===== src/rtl/avg_downsamp.sv =====
// Decimating boxcar downsampler: sums 2**SAMPLE_RATE signed samples per frame and
// strobes out_en for one cycle per frame. Optional macro DS_DROP_CNT_EN enables drop_cnt.
module avg_downsamp #(
    parameter int unsigned DATA_WIDTH  = 14,
    parameter int unsigned SAMPLE_RATE = 2
) (
    input  logic                                clk,
    input  logic                                rst_in,
    input  logic [DATA_WIDTH-1:0]               dataIn,
    input  logic                                in_en,
    input  logic                                outbusy,
    input  logic                                fifo_almst_full,
    output logic [DATA_WIDTH+SAMPLE_RATE-1:0]   dsoutdata,
    output logic                                out_en,
    output logic [15:0]                         drop_cnt
);

    localparam int unsigned OW = DATA_WIDTH + SAMPLE_RATE;
    localparam int unsigned CW = (SAMPLE_RATE > 0) ? SAMPLE_RATE : 1;
    localparam logic [CW-1:0] LAST = CW'((2 ** SAMPLE_RATE) - 1);

    typedef enum logic {
        S_IDLE,
        S_RUN
    } state_t;

    state_t                r_state;
    logic signed [OW-1:0]  r_acc;
    logic [CW-1:0]         r_cnt;
    logic [OW-1:0]         r_out;
    logic                  r_oe;

    logic signed [OW-1:0]  w_x;
    logic signed [OW-1:0]  w_sum;
    logic                  w_last;

    // Sign extension makes the frame sum exact: OW bits hold 2**SAMPLE_RATE full-scale samples.
    assign w_x    = OW'($signed(dataIn));
    assign w_sum  = r_acc + w_x;
    assign w_last = (r_cnt == LAST);

    always_ff @(posedge clk or negedge rst_in) begin
        if (!rst_in) begin
            r_state <= S_IDLE;
            r_acc   <= '0;
            r_cnt   <= '0;
            r_out   <= '0;
            r_oe    <= 1'b0;
        end else begin
            r_oe <= 1'b0;
            case (r_state)
                S_IDLE: begin
                    r_acc <= '0;
                    r_cnt <= '0;
                    if (!outbusy) begin
                        r_state <= S_RUN;
                    end
                end
                S_RUN: begin
                    if (outbusy) begin
                        // Partial frame is discarded; outbusy also beats a coincident last sample.
                        r_state <= S_IDLE;
                        r_acc   <= '0;
                        r_cnt   <= '0;
                    end else if (in_en) begin
                        if (!w_last) begin
                            r_acc <= w_sum;
                            r_cnt <= r_cnt + CW'(1);
                        end else begin
                            r_acc <= '0;
                            r_cnt <= '0;
                            if (!fifo_almst_full) begin
                                r_out <= w_sum;
                                r_oe  <= 1'b1;
                            end
                        end
                    end
                end
            endcase
        end
    end

    assign dsoutdata = r_out;
    assign out_en    = r_oe;

`ifdef DS_DROP_CNT_EN
    logic        w_drop;
    logic [15:0] r_drop_cnt;

    assign w_drop = (r_state == S_RUN) && !outbusy && in_en && w_last && fifo_almst_full;

    // Saturating count of frames lost to FIFO back-pressure.
    always_ff @(posedge clk or negedge rst_in) begin
        if (!rst_in) begin
            r_drop_cnt <= 16'd0;
        end else if (w_drop && (r_drop_cnt != 16'hFFFF)) begin
            r_drop_cnt <= r_drop_cnt + 16'd1;
        end
    end

    assign drop_cnt = r_drop_cnt;
`else
    assign drop_cnt = 16'd0;
`endif

endmodule


===== config.mk =====
export PLATFORM = sky130hd
export DESIGN_NAME = avg_downsamp
export DESIGN_NICKNAME = d
export VERILOG_FILES = /design/src/rtl/avg_downsamp.sv
export SDC_FILE = /design/constraint.sdc
export NUM_CORES = 1
export LEC_CHECK = 0
export CORE_ASPECT_RATIO = 1.75
export CORE_UTILIZATION = 47
export CTS_BUF_LIST = sky130_fd_sc_hd__clkbuf_8
export DETAILED_ROUTE_END_ITERATION = 16
export PLACE_DENSITY = 0.78
export SLEW_MARGIN = 25
export SYNTH_ARGS = -nofsm -noshare
export SYNTH_HDL_FRONTEND = slang
export SYNTH_SLANG_ARGS = --single-unit

===== constraint.sdc =====
create_clock -name clk -period 2.3 [get_ports clk]
set_clock_uncertainty 0.15 [all_clocks]
set_input_delay 0.46 -clock clk [delete_from_list [all_inputs] [get_ports clk]]
set_output_delay 0.46 -clock clk [all_outputs]
set_load 0.1 [all_outputs]

==> impl_metrics.toml <==
[final_layout]
diodes = 0
drive_gt1_share_pct = 36.7
area_growth_pct = 45.5
finalNetCount = 376
stdcell_count = 393
utilization_pct = 71.6

[synthesis]
netlist_instances = 246
synth.most_common_cell = "nand2_1"
synth_area_leaders = "dfrtp_1, ha_1, nand2_1, buf_4, a22o_1"
yosys-top-cells-count = "nand2_1, dfrtp_1, buf_4, ha_1, o21ai_0"
synth_area_mm2 = 0.00234
synth_area_per_cell_um2 = 9.50
synth-seq-cells = 36
ys_types = 53
synth_edf_count = 0
synth_top_area_share_pct = 38.6
synthArstFlopShare_pct = 100
synthFlopType = "dfrtp_1"
yosysTopAreaCell = "dfrtp_1"
seq_area_frac_synth_pct = 38.6
synth_warnings = 0

[die]
start_util_pct = 49.2
die_area_mm2 = 0.00527
die_h_um = 95.3
chipWidth_um = 55.3
rows = 33
core-area_mm2 = 0.00475
ioPinCount = 52

[clock_tree]
clk_pin_slew_ps = 80
cts.sinks = 36
clk_path_buf_depth = 2
tritoncts = "built"
clock-root-buffer = "clkbuf_8"
clock_latency_ps = 300
tritoncts.num_buffers = 5
htree_levels = 2

[job]
maxCapViolCount = 0

[timing]
hold_viol = 0
setup_violations = 9
layout_setup_ws_ps = -159
final.period_utilization_pct = 107
fin_crit_ps = 2460
timing.fmax_mhz = 407
hold_ws_ps = 335
drv_slew = 0
rsz0062_at_grt = "true"

[place]
dp_hpwl_mm = 4.29
io_buffers = 35
gp_congestion = 0.882
dp_cells = 375

[global_routing]
grt_pass1_vias = 2203
antenna_found_initial = 0
grt_pass1_wl_mm = 9.85
grt-ovfl-total = 0
grt_usage_pct = 24.2
grt_max_degree = 37

[min_path]
min_from = "dsoutdata[11]"
hp-class = "reg -> reg"
hold_depth = 2

[critical_path]
max_stage_delay_ps = 410
r2r_slack_ps = -160
rr_startpoint = "r_acc[0]"
critPathKind = "reg -> reg"
crit_chain = "ha_4, fa_2, a21oi_4, o21ai_2, a21oi_2, nor3_2, or3_4, a32o_1"
endpoint_kind = "flip-flop"
worstRegToRegCells = 8
cp.required_ps = 2340
worstPathMaxFanout = 3
critPathLaunch = "r_acc[0]"
critPathSlowestCell = "dfrtp_1"
crit_path_start_kind = "flip-flop"
crit_arrival_ps = 2500

[drt]
ant_nets = 0
wl_mm = 6.33
post-route-drc-count = 0
viasPerCell = 5.56
drt_iter0_drc = 59
firstDrtPassIters = 4
wl_per_cell_um = 16.1
routed-via-count = 2184

[power]
p_per_area_mw_per_mm2 = 489
cellLeakagePower_nw = 1.67
ir_drop_mv = 0.555
p_total_mw = 1.66

[outcome]
violations = "setup timing"
status = "finished, violations left"
cell type report:
class	count	area, µm²
clock buffers	5	68.8
inverters	6	22.5
repair buffers	95	772
fillers	325	1350
well taps	52	65.1
clock inverters	3	20.0
flip-flops and latches	36	901
multi-input cells	196	1550
worst max-delay path, delay by kind of cell, from the launching register on:
family                     cells  cell delay [ps]
adders and majority gates      2              540
DFF                            1              410
AOI/OAI and AO/OA              4              770
and+or+nand+nor                2              490
cell families (layout without fill, tap and decap cells):
logic type                 after synthesis  in the layout  synth area share [%]
AOI/OAI and AO/OA                       69             69                  22.2
xor gates and xnor gates                 8              8                  3.00
adders and majority gates               17             17                  9.43
buffers and inverters                   29            109                  7.61
DFF                                     36             36                  38.6
muxes                                    6              6                  2.68
other                                    1             16                 0.161
and+or+nand+nor                         80             80                  16.4
flip-flops by register name, summed over array words and instances, names as in the netlist:
signal     count
dsoutdata     16
r_cnt          2
r_state        1
r_acc         16
out_en         1
through the flow:
step	worst slack (ps)	setup TNS, ps	cell area (µm²)
finish	-159	-628	3400
global route	-194	-1110	3400
CTS	-35.9	-100	3300
detailed placement	-635	-10180	3050
global placement	-540	-9140	3050
floorplan	-52.8	-104	2440
cell usage in the layout, fill, tap and decap left out, types with 3 or more instances in the layout:
cell and count:
ha_1 3, nor3_1 3, o21ai_2 3, a21oi_1 7, buf_4 73, dfrtp_1 36
o21ai_0 9, or3_1 3, buf_6 3, xnor2_1 4, nand3_1 8, nor2_1 7
nand2_1 37, and2_1 3, a21oi_2 4, inv_1 6, a21o_1 3, a22o_1 10
dlygate4sd2_1 10, clkbuf_8 5, ha_4 12, o31ai_1 4, xor2_1 4, clkdlybuf4s50_1 5
mux2i_1 4, conb_1 16
path summary, 6_finish.rpt:
kind,to
min in group asynchronous,dsoutdata[6]
max in group asynchronous,r_acc[11]
worst max register to register,r_acc[14]
worst min-delay path,dsoutdata[11]
worst max-delay path,r_acc[14]
worst min register to register,dsoutdata[11]
layer usage:
metal	share of wire (%)	vias to the layer above	wire, µm	track usage [%]
met4	3.4	0	214	12.9
met5	0	-	0	0
li1	-	1047	-	-
met1	37	1056	2340	25.4
met2	56	62	3560	45.4
met3	3.4	19	218	4.21
timing repair:
action                                  4_1_cts  5_1_grt
endpoints found under the setup margin       20       15
resized for setup                            31       18
buffers inserted                              7        3
pin swaps                                    22       13
hold buffers                                  0        0
where the power goes:
group          total, mW  leakage, nW  internal, mW  switching, mW
clock network      0.464       0.0455         0.211          0.253
registers          0.665        0.495         0.649         0.0155
logic              0.533         1.13         0.213          0.320
total               1.66         1.67          1.07          0.588
No activity file was read; power rests on OpenSTA's default activity.
